===== src/rtl/huffman_arbiter_if.sv =====
// Bundle between the two pixel requesters, the arbiter and the shared huffman core.
// slave = arbiter side, master = requesters/core side.
interface huffman_arbiter_if;
  logic       req0, req1, gnt0, gnt1, owner;
  logic       src_valid0, src_valid1, src_ready0, src_ready1;
  logic [7:0] src_data0, src_data1;
  logic       core_rst, gray_valid, code_valid;
  logic [7:0] gray_data;
  logic       done0, done1, err;

  modport slave (
    input  req0, req1, src_valid0, src_valid1, src_data0, src_data1, code_valid,
    output gnt0, gnt1, owner, src_ready0, src_ready1, core_rst, gray_valid, gray_data,
           done0, done1, err
  );

  modport master (
    output req0, req1, src_valid0, src_valid1, src_data0, src_data1, code_valid,
    input  gnt0, gnt1, owner, src_ready0, src_ready1, core_rst, gray_valid, gray_data,
           done0, done1, err
  );
endinterface


===== src/rtl/huffman_arbiter.sv =====
// Round-robin frame arbiter sharing one huffman core between two pixel sources.
// Optional WAIT_CODE watchdog enabled by defining HUFF_ARB_TIMEOUT_EN.
module huffman_arbiter #(
  parameter int FRAME_LEN = 100,
  parameter int TIMEOUT   = 64
) (
  input  logic             clk,
  input  logic             reset,
  huffman_arbiter_if.slave bus
);
  typedef enum logic [2:0] {IDLE, CORE_RST, STREAM, WAIT_CODE, DONE} state_t;

  localparam logic [7:0] FL = 8'(FRAME_LEN);

  if (FRAME_LEN < 1 || FRAME_LEN > 255 || TIMEOUT < 1 || TIMEOUT > 255) begin : g_range
    $error("huffman_arbiter: FRAME_LEN/TIMEOUT out of range 1..255");
  end

  state_t     state, state_nxt;
  logic [1:0] gnt, gnt_nxt, done, done_nxt, ready;
  logic       owner, owner_nxt, last, last_nxt;
  logic       core_rst, core_rst_nxt, gray_valid, gray_valid_nxt;
  logic [7:0] gray_data, gray_data_nxt, pix_cnt, pix_cnt_nxt, src_data;
  logic       hs, winner;

`ifdef HUFF_ARB_TIMEOUT_EN
  localparam logic [7:0] TO = 8'(TIMEOUT);
  logic [7:0] wait_cnt, wait_cnt_nxt;
  logic       err, err_nxt;
`endif

  // src_ready stays low once the frame is full, so pix_cnt cannot wrap
  assign ready[0] = (state == STREAM) && !owner && (pix_cnt < FL);
  assign ready[1] = (state == STREAM) &&  owner && (pix_cnt < FL);
  assign hs       = owner ? (bus.src_valid1 && ready[1]) : (bus.src_valid0 && ready[0]);
  assign src_data = owner ? bus.src_data1 : bus.src_data0;
  assign winner   = (bus.req0 && bus.req1) ? ~last : bus.req1;

  always_comb begin
    state_nxt      = state;
    gnt_nxt        = gnt;
    owner_nxt      = owner;
    last_nxt       = last;
    core_rst_nxt   = 1'b0;
    gray_valid_nxt = 1'b0;
    gray_data_nxt  = gray_data;
    done_nxt       = 2'b00;
    pix_cnt_nxt    = pix_cnt;
`ifdef HUFF_ARB_TIMEOUT_EN
    err_nxt        = 1'b0;
    wait_cnt_nxt   = wait_cnt;
`endif
    case (state)
      IDLE: if (bus.req0 || bus.req1) begin
        gnt_nxt      = winner ? 2'b10 : 2'b01;
        owner_nxt    = winner;
        core_rst_nxt = 1'b1;
        pix_cnt_nxt  = 8'd0;
        state_nxt    = CORE_RST;
      end
      CORE_RST: state_nxt = STREAM;
      STREAM: if (hs) begin
        gray_valid_nxt = 1'b1;
        gray_data_nxt  = src_data;
        pix_cnt_nxt    = pix_cnt + 8'd1;
        if (pix_cnt == FL - 8'd1) begin
          state_nxt = WAIT_CODE;
`ifdef HUFF_ARB_TIMEOUT_EN
          wait_cnt_nxt = 8'd0;
`endif
        end
      end
      WAIT_CODE: begin
        if (bus.code_valid) begin
          done_nxt[owner] = 1'b1;
          state_nxt       = DONE;
        end
`ifdef HUFF_ARB_TIMEOUT_EN
        // code_valid on the limit cycle takes priority over the watchdog
        else if (wait_cnt == TO - 8'd1) begin
          err_nxt   = 1'b1;
          gnt_nxt   = 2'b00;
          last_nxt  = owner;
          state_nxt = IDLE;
        end else begin
          wait_cnt_nxt = wait_cnt + 8'd1;
        end
`endif
      end
      DONE: begin
        gnt_nxt   = 2'b00;
        last_nxt  = owner;
        state_nxt = IDLE;
      end
      default: state_nxt = IDLE;
    endcase
  end

  always_ff @(posedge clk or posedge reset) begin
    if (reset) begin
      state      <= IDLE;
      gnt        <= 2'b00;
      owner      <= 1'b0;
      last       <= 1'b1;
      core_rst   <= 1'b0;
      gray_valid <= 1'b0;
      gray_data  <= 8'd0;
      done       <= 2'b00;
      pix_cnt    <= 8'd0;
    end else begin
      state      <= state_nxt;
      gnt        <= gnt_nxt;
      owner      <= owner_nxt;
      last       <= last_nxt;
      core_rst   <= core_rst_nxt;
      gray_valid <= gray_valid_nxt;
      gray_data  <= gray_data_nxt;
      done       <= done_nxt;
      pix_cnt    <= pix_cnt_nxt;
    end
  end

`ifdef HUFF_ARB_TIMEOUT_EN
  always_ff @(posedge clk or posedge reset) begin
    if (reset) begin
      wait_cnt <= 8'd0;
      err      <= 1'b0;
    end else begin
      wait_cnt <= wait_cnt_nxt;
      err      <= err_nxt;
    end
  end
  assign bus.err = err;
`else
  assign bus.err = 1'b0;
`endif

  assign bus.gnt0       = gnt[0];
  assign bus.gnt1       = gnt[1];
  assign bus.owner      = owner;
  assign bus.src_ready0 = ready[0];
  assign bus.src_ready1 = ready[1];
  assign bus.core_rst   = core_rst;
  assign bus.gray_valid = gray_valid;
  assign bus.gray_data  = gray_data;
  assign bus.done0      = done[0];
  assign bus.done1      = done[1];
endmodule


===== src/flat_wrapper.sv =====
// flat-port wrapper written by rule: the top's interface ports become plain ports
module huffman_arbiter_flat 
#(
  parameter int FRAME_LEN = 100,
  parameter int TIMEOUT   = 64
)
  (clk, reset, bus_req0, bus_req1, bus_src_valid0, bus_src_valid1, bus_src_data0, bus_src_data1, bus_code_valid, bus_gnt0, bus_gnt1, bus_owner, bus_src_ready0, bus_src_ready1, bus_core_rst, bus_gray_valid, bus_gray_data, bus_done0, bus_done1, bus_err);
  huffman_arbiter_if bus_i ();
  input  logic clk;
  input  logic reset;
  input wire logic [$bits(bus_i.req0)-1:0] bus_req0;
  input wire logic [$bits(bus_i.req1)-1:0] bus_req1;
  input wire logic [$bits(bus_i.src_valid0)-1:0] bus_src_valid0;
  input wire logic [$bits(bus_i.src_valid1)-1:0] bus_src_valid1;
  input wire logic [$bits(bus_i.src_data0)-1:0] bus_src_data0;
  input wire logic [$bits(bus_i.src_data1)-1:0] bus_src_data1;
  input wire logic [$bits(bus_i.code_valid)-1:0] bus_code_valid;
  output wire logic [$bits(bus_i.gnt0)-1:0] bus_gnt0;
  output wire logic [$bits(bus_i.gnt1)-1:0] bus_gnt1;
  output wire logic [$bits(bus_i.owner)-1:0] bus_owner;
  output wire logic [$bits(bus_i.src_ready0)-1:0] bus_src_ready0;
  output wire logic [$bits(bus_i.src_ready1)-1:0] bus_src_ready1;
  output wire logic [$bits(bus_i.core_rst)-1:0] bus_core_rst;
  output wire logic [$bits(bus_i.gray_valid)-1:0] bus_gray_valid;
  output wire logic [$bits(bus_i.gray_data)-1:0] bus_gray_data;
  output wire logic [$bits(bus_i.done0)-1:0] bus_done0;
  output wire logic [$bits(bus_i.done1)-1:0] bus_done1;
  output wire logic [$bits(bus_i.err)-1:0] bus_err;
  assign bus_i.req0 = bus_req0;
  assign bus_i.req1 = bus_req1;
  assign bus_i.src_valid0 = bus_src_valid0;
  assign bus_i.src_valid1 = bus_src_valid1;
  assign bus_i.src_data0 = bus_src_data0;
  assign bus_i.src_data1 = bus_src_data1;
  assign bus_i.code_valid = bus_code_valid;
  assign bus_gnt0 = bus_i.gnt0;
  assign bus_gnt1 = bus_i.gnt1;
  assign bus_owner = bus_i.owner;
  assign bus_src_ready0 = bus_i.src_ready0;
  assign bus_src_ready1 = bus_i.src_ready1;
  assign bus_core_rst = bus_i.core_rst;
  assign bus_gray_valid = bus_i.gray_valid;
  assign bus_gray_data = bus_i.gray_data;
  assign bus_done0 = bus_i.done0;
  assign bus_done1 = bus_i.done1;
  assign bus_err = bus_i.err;
  huffman_arbiter #(.FRAME_LEN(FRAME_LEN), .TIMEOUT(TIMEOUT)) u_core (.clk(clk), .reset(reset), .bus(bus_i));
endmodule

===== config.mk =====
export PLATFORM = sky130hd
export DESIGN_NAME = huffman_arbiter_flat
export DESIGN_NICKNAME = d
export VERILOG_FILES = /design/src/rtl/huffman_arbiter_if.sv /design/src/rtl/huffman_arbiter.sv /design/src/flat_wrapper.sv
export SDC_FILE = /design/constraint.sdc
export NUM_CORES = 1
export LEC_CHECK = 0
export ABC_AREA = 1
export CAP_MARGIN = 10
export CORE_ASPECT_RATIO = 1.4
export CORE_MARGIN = 5
export CORE_UTILIZATION = 40
export DETAILED_ROUTE_END_ITERATION = 7
export DONT_BUFFER_PORTS = 1
export PLACE_DENSITY_LB_ADDON = 0.3
export RECOVER_POWER = 100
export SYNTH_ARGS = -nofsm -noshare
export SYNTH_HDL_FRONTEND = slang
export SYNTH_SLANG_ARGS = --single-unit
export TNS_END_PERCENT = 10

===== constraint.sdc =====
create_clock -name clk -period 1.7 [get_ports clk]
set_clock_uncertainty 0.05 [all_clocks]
set_input_delay 0.34 -clock clk [delete_from_list [all_inputs] [get_ports clk]]
set_output_delay 0.34 -clock clk [all_outputs]
set_load 0.01 [all_outputs]

==> impl_results.md, run 1 <==
- Die area: 5170 um^2
- Area Growth Syn to Fin: 12.8%
- Die width: 62.2 um
- Final setup fails: 0
- DRC viols: 0
- Commonest non-fill, non-tap cells in the layout: nand2_1 (32), dfrtp_1 (25), nand3_1 (16), buf_4 (15), inv_1 (10)
- Final number of hold-violating endpoints: 0
- Via/cell ratio: 5.29
- Clock latency at the later pin of the worst-skew pair: 0.27 ns
- Status: finished clean
- CTS tree: built
- Maximum clock insertion buffer count: 2
- Core area: 3680 um^2
- Initial antenna violation count: 0
- Slew Limit Fails: 0
- Nets@finish: 207
- Library cells used by synthesis: 34
- Largest incremental delay on the critical path: 0.42 ns
- Synth Area in Compound Gates: 0.140
- R2R depth: 7
- First-pass GRT wire length: 5760 um
- RR Endpoint: u_core.pix_cnt[4]
- Root Buffer: clkbuf_8
- Clock tree sinks: 27
- Critical path class: register to primary output
- Layout cells sized above 1: 0.374
- Worst hold path class: input pin to register
- Final non-filler cell area: 1720 um^2
- Slowest CP cell: dfrtp_1
- Slew HR: 0.547
- Drt total wl: 3360 um
- Overall global routing resource usage: 0.130
- Placer Congestion: 0.831
- RSZ-0062 raised after global routing: yes
- I/O pin count: 41
- CP Launch Type: register
- Worst Hold Path EP: u_core.bus.gray_data[2]
- GRT overflow: 0
- FMAX: 0.608 GHz
- Synthesized Nets: 190
- Via count: 1184
- Post-Syn Instances: 166
- Tot Pwr: 2.69 mW
- Hold path depth: 2
- Register-to-register path setup slack: 0.06 ns
- Synthesized cell area: 1530 um^2
- Post-synthesis adder-cell area fraction: 0.00820
- Die Y: 83.1 um
- Least-Margin Pin Slew: 0.679 ns
- Largest family of logic cells by synthesized area: simple AND/OR/NAND/NOR gates
- Area after DPL: 1590 um^2
- Tcrit/Tclk final: 0.968
- Leakage: 0.811 nW
- Crit-path max FO: 6
- CTS clk-pin slew, worst paths: 0.10 ns
- H-tree depth: 1
- Critical path cell sequence: nor2_4 -> nand2_4 -> nor3_2 -> buf_4
- Arrival @ worst endpoint: 1.26 ns
- Routed Antenna Nets: 0
- Post-Synth XOR/XNOR Area: 0.00574
- Pwr Density: 1560 nW/um^2
- Starting DRT DRC Count: 14
- Crit path required time: 1.31 ns
- Register bit total from synthesis: 27
- Sequential element share of the synthesized area: 0.443
- CP Capture Type: primary output
- Clock buffer count from CTS: 3
- Period minus WS final: 1.65 ns
- Initial DRT Pass Iterations: 4
- Hold Startpoint: bus_src_data0[2]
- Starting Density: 0.415
- Yosys warns: 0
- Max-cap viol count: 0
- Vias in the first global route: 1273
- Rows: 26
- Routed length per instance: 15.0 um
- Post-synthesis mux area share: 0
- Commonest non-fill, non-tap cell in the layout: nand2_1
- Port buffer count: 0
- Dpl hpwl: 2550 um
- Ant diodes: 0
- Largest net degree at the start of global routing: 28
- Post-Synth Simple-Gate Area: 0.326
- Reg2reg start: u_core.state[0]
- Avg Cell Area, Syn: 9.20 um^2
- Maximum vdd ir drop: 0.000971 V
## metrics by stage
| stage | utilization | hold WS, ns | std cells | setup WS (ns) | setup TNS, ns |
|---|---|---|---|---|---|
| 4_1_cts | 0.466 | 0.140 | 221 | 0.000109 | 0 |
| 2_1_floorplan | - | 0.342 | 166 | 0.312 | 0 |
| 5_1_grt | 0.468 | 0.138 | 224 | -0.0247 | -0.0464 |
| 3_5_place_dp | 0.432 | 0.270 | 209 | 0.113 | 0 |
| 3_3_place_gp | 0.432 | 0.257 | 209 | 0.175 | 0 |
| 6_report | 0.468 | 0.145 | 224 | 0.0545 | 0 |
## report_power, final
group	internal, mW	switching [mW]
clock network	0.166	0.204
logic	0.472	0.730
registers	0.867	0.250
total	1.51	1.18
## cell usage after synthesis
cell | n | area share
nand3_1 | 15 | 0.049
a21oi_1 | 4 | 0.013
dfrtp_1 | 26 | 0.43
o21ai_2 | 5 | 0.029
nor2_4 | 2 | 0.015
nor3b_1 | 1 | 0.0049
nor2_2 | 1 | 0.0041
conb_1 | 1 | 0.0025
nand3b_4 | 1 | 0.013
nor3_1 | 5 | 0.016
nand4_2 | 2 | 0.016
o211ai_2 | 8 | 0.066
nand4_1 | 2 | 0.0082
buf_8 | 1 | 0.0098
o211ai_1 | 1 | 0.0049
buf_4 | 2 | 0.0098
nand3_2 | 3 | 0.020
ha_1 | 1 | 0.0082
o21ai_1 | 1 | 0.0033
or2_2 | 8 | 0.033
clkbuf_1 | 1 | 0.0025
nor2_1 | 9 | 0.022
nand2_1 | 33 | 0.081
inv_1 | 11 | 0.027
o21ai_0 | 6 | 0.020
nor3_2 | 1 | 0.0066
nand2_2 | 4 | 0.016
xnor2_1 | 1 | 0.0057
nand2_4 | 1 | 0.0074
buf_6 | 2 | 0.015
inv_2 | 4 | 0.0098
a21boi_0 | 1 | 0.0049
dfstp_2 | 1 | 0.017
nand2_8 | 1 | 0.013
## per-layer routing
layer	up-vias	track usage	routed length [um]
li1	586	-	-
met1	569	0.130	1240
met2	27	0.251	1880
met3	2	0.0392	227
met4	0	0.0375	12
met5	-	0	0
## area by class of cell
cell class                      count  area (um^2)
Clock inverter                      1         7.51
Sequential cell                    27          678
Tap cell                           42         52.6
Clock buffer                        3         41.3
Multi-Input combinational cell    118          738
Timing Repair Buffer               18          148
Inverter                           15         56.3
Fill cell                         368         1950
## worst max-delay path by stage
stage / from / endpoint / slack [ns] / depth (start not counted)
3_3_place_gp: u_core.pix_cnt[3] / bus_src_ready0 / 0.18 / 5
6_report: u_core.state[2] / bus_src_ready1 / 0.05 / 4
2_1_floorplan: u_core.state[0] / u_core.state[1] / 0.31 / 9
4_1_cts: u_core.pix_cnt[4] / bus_src_ready1 / 0.0001 / 6
3_5_place_dp: u_core.state[0] / u_core.bus.gray_data[7] / 0.11 / 8
5_1_grt: u_core.state[2] / bus_src_ready1 / -0.02 / 4
## logic make-up (layout without fill, tap and decap cells)
group | Yosys count | after routing
AND/OR/NAND/NOR | 89 | 89
buffers and inverters | 21 | 37
adder cells (fa/ha/maj) | 1 | 1
AO/OA/AOI/OAI | 26 | 26
other | 1 | 1
XOR/XNOR | 1 | 1
flip-flops | 27 | 27
## worst max-delay path: cells and delay by family (launching register included)
family | cells | cell delay [ns]
buf+inv | 1 | 0.15
flops | 1 | 0.42
simple gates | 3 | 0.41
## sequential cells by signal (all words and copies together), names as in the netlist
| register | flops |
|---|---|
| u_core.bus.core_rst | 1 |
| u_core.pix_cnt | 8 |
| u_core.state | 3 |
| u_core.last | 1 |
| u_core.bus.gray_data | 8 |
| u_core.done | 2 |
| u_core.bus.owner | 1 |
| u_core.bus.gray_valid | 1 |
| u_core.gnt | 2 |
## repair_timing
action                                  in CTS  in global routing
hold buffers                                 1                  0
endpoints found under the setup margin       2                  3
hold endpoints to repair                    26                  0
resized for setup                            5                  3
buffers inserted                             7                  3
pin swaps                                    2                  3
Note: power is estimated with default switching activity, not from simulation.
==> run 2, diff against run 1 <==
--- a/config.mk
+++ b/config.mk
@@ -9,7 +9,7 @@
 export CAP_MARGIN = 10
 export CORE_ASPECT_RATIO = 1.4
 export CORE_MARGIN = 5
-export CORE_UTILIZATION = 40
+export CORE_UTILIZATION = 25
 export DETAILED_ROUTE_END_ITERATION = 7
 export DONT_BUFFER_PORTS = 1
 export PLACE_DENSITY_LB_ADDON = 0.3
==> run 2 against run 1 <==
Power up 3.3%. Setup slack worse by 0.010 ns. First-iteration DRC count up 50%. Global-route usage down 3.7 points. Flip-flop and latch count unchanged. Critical endpoint unchanged.
==> impl_results.md, run 2 (synthesized netlist as in run 1, its figures left out) <==
- Status: finished clean
- Placer Congestion: 0.673 (-19%)
- M3 GR Usage: 0.0220 (-0.0171)
- Final number of hold-violating endpoints: 0 (unchanged)
- Routed Antenna Nets: 0 (unchanged)
- Starting DRT DRC Count: 21 (+7)
- Commonest non-fill, non-tap cell in the layout: nand2_1
- Tcrit/Tclk final: 0.974 (+0.00614)
- GRT overflow: 0 (unchanged)
- Comb power frac: 0.466 (+0.019)
- Initial DRT Pass Iterations: 4 (unchanged)
- Clock Power Share: 0.130 (-0.008)
- Reg2reg start: u_core.state[0]
- Internal power: 1.59 mW (+5.4%)
- Die area: 7790 um^2 (+51%)
- Critical path cell sequence: nor2_4 -> nand2_4 -> nor3_4 -> buf_6
- Buf+Inv Stages, Crit Path: 1 (unchanged)
- Die width: 76.0 um (+22%)
- Die Y: 102 um (+23%)
- Delay-heaviest family, CP: simple AND/OR/NAND/NOR gates
- Sequential Power Share: 0.404 (-0.011)
- Port buffer count: 0 (unchanged)
- Crit path required time: 1.31 ns (about the same)
- Maximum clock insertion buffer count: 2 (unchanged)
- Overall global routing resource usage: 0.0939 (-0.0366)
- RSZ-0062 raised after global routing: yes
- Core area: 5900 um^2 (+61%)
- Filler cells: 629 (+71%)
- Timing startpoint of the critical path: u_core.state[0]
- Largest regs: u_core.bus.gray_data (8), u_core.pix_cnt (8), u_core.state (3)
- Via count: 1192 (+0.68%)
- Drt total wl: 3600 um (+7.2%)
- Net switching power figure: 1.19 mW (+0.60%)
- Global route hottest layer: met2
- Dpl hpwl: 2660 um (+4.2%)
- GR Layer Usage met2: 0.176 (-0.0748)
- Area after DPL: 1650 um^2 (+3.6%)
- DRC viols: 0 (unchanged)
- Slowest CP cell: dfrtp_1
- Least-Margin Pin Slew: 0.687 ns (+0.00760 ns)
- Routed length per instance: 13.9 um (-6.9%)
- First-pass GRT wire length: 5960 um (+3.5%)
- CTS tree: built
- Period minus WS final: 1.66 ns (+0.0104 ns)
- Initial antenna violation count: 0 (unchanged)
- Worst hold path class: input pin to register
- H-tree depth: 1 (unchanged)
- Critical path class: register to primary output
- Nets@finish: 213 (+2.9%)
- Clock latency at the later pin of the worst-skew pair: 0.27 ns (about the same)
- I/O pin count: 41 (unchanged)
- Final setup fails: 0 (unchanged)
- Clock buffer count from CTS: 3 (unchanged)
- CTS clk-pin slew, worst paths: 0.09 ns (about the same)
- Final non-filler cell area: 1820 um^2 (+6.0%)
- Slew Limit Fails: 0 (unchanged)
- Slew HR: 0.542 (-0.00507)
- Clock tree sinks: 27 (unchanged)
- Crit-path max FO: 7 (+1)
- Via/cell ratio: 4.62 (-13%)
- Max-cap viol count: 0 (unchanged)
- Starting Density: 0.259 (-0.157)
- Setup TNS: 0 ns (unchanged)
- Commonest non-fill, non-tap cells in the layout: nand2_1 (30), dfrtp_1 (25), buf_4 (16), nand3_1 (15), inv_1 (10)
- WHS: 0.154 ns (+0.00880 ns)
- FMAX: 0.604 GHz (-0.63%)
- Switching Fraction: 0.429 (-0.0115)
- CP Launch Type: register
- Hold Startpoint: bus_src_data0[0]
- Leakage: 0.846 nW (+4.3%)
- Met1 Usage GRT: 0.103 (-0.0271)
- Pre-CTS setup slack: 0.144 ns (+0.0309 ns)
- CP Capture Type: primary output
- Fin cells: 258 (+15%)
- Area Growth Syn to Fin: 19.5%
- Largest incremental delay on the critical path: 0.42 ns (about the same)
- Root Buffer: clkbuf_8
- Rows: 33 (+27%)
- Cells after DPL: 240 (+15%)
- Pwr Density: 1520 nW/um^2 (-2.5%)
- Maximum vdd ir drop: 0.000718 V (-26%)
- Largest net degree at the start of global routing: 28 (unchanged)
- Vias in the first global route: 1295 (+1.7%)
- Arrival @ worst endpoint: 1.27 ns (about the same)
- Ant diodes: 0 (unchanged)
- Layout cells sized above 1: 0.394 (+0.0200)
- Setup ws final: 0.0441 ns (-0.0104 ns)
==> run 2: cell types whose count changed in the layout (fill, tap and decap cells not counted), sizes merged <==
cell	before	now
clkbuf	4	8
clkinvlp	1	0
buf	16	19
==> run 2: final timing paths <==
kind                            depth (start not counted)  slack (ns)                       to
worst min register to register                          2        0.45              u_core.last
min in group asynchronous                               3        0.64            u_core.gnt[0]
max in group asynchronous                               3        0.48          u_core.state[2]
worst max-delay path                                    4        0.04           bus_src_ready1
worst min-delay path                                    2        0.15  u_core.bus.gray_data[0]
worst max register to register                          8        0.08        u_core.pix_cnt[4]
==> run 2: per-layer routing <==
metal,wire length [um],part of all wire
met1,1500,0.42
met2,1910,0.53
met3,162,0.045
met4,25,0.0069
met5,0,0
==> run 2: layout make-up <==
| cell class | instances | area, um^2 | area share |
|---|---|---|---|
| Sequential cell | 27 | 678 | 0.372 |
| Timing Repair Buffer | 24 | 194 | 0.106 |
| Inverter | 15 | 56.3 | 0.0309 |
| Clock buffer | 4 | 45.0 | 0.0247 |
| Tap cell | 70 | 87.6 | 0.0480 |
| Multi-Input combinational cell | 118 | 763 | 0.418 |
==> run 2: worst reg2reg max path, stage by stage, from the launching register on <==
cell and delay, ns:
dfrtp_1 0.42, clkbuf_4 0.14, buf_4 0.13, nor3_2 0.20
o21ai_1 0.14, nand3_2 0.20, buf_12 0.16, nand2_1 0.06
o21ai_2 0.05
==> run 2: stage by stage <==
step,total power [mW],util
after floorplan,2.02,-
after global placement,2.36,0.279
after detailed placement,2.36,0.279
after CTS,2.81,0.305
after global routing,3.02,0.309
final,2.78,0.309
==> run 2: what timing repair did <==
action                                  4_1_cts  5_1_grt
setup buffers                                 9        4
pin swaps                                     2        2
endpoints found under the setup margin        2        2
resized for setup                             9        4
hold buffers                                  1        0
hold endpoints to repair                     26        0
gates cloned                                  0        0
==> run 2: power by group through the flow <==
stage	Sequential (mW)	Combinational [mW]	Clock [mW]
floorplan	1.09	0.929	0
global placement	1.15	1.21	0
detailed placement	1.15	1.22	0
CTS	1.13	1.29	0.391
global route	1.15	1.45	0.417
finish	1.12	1.30	0.362
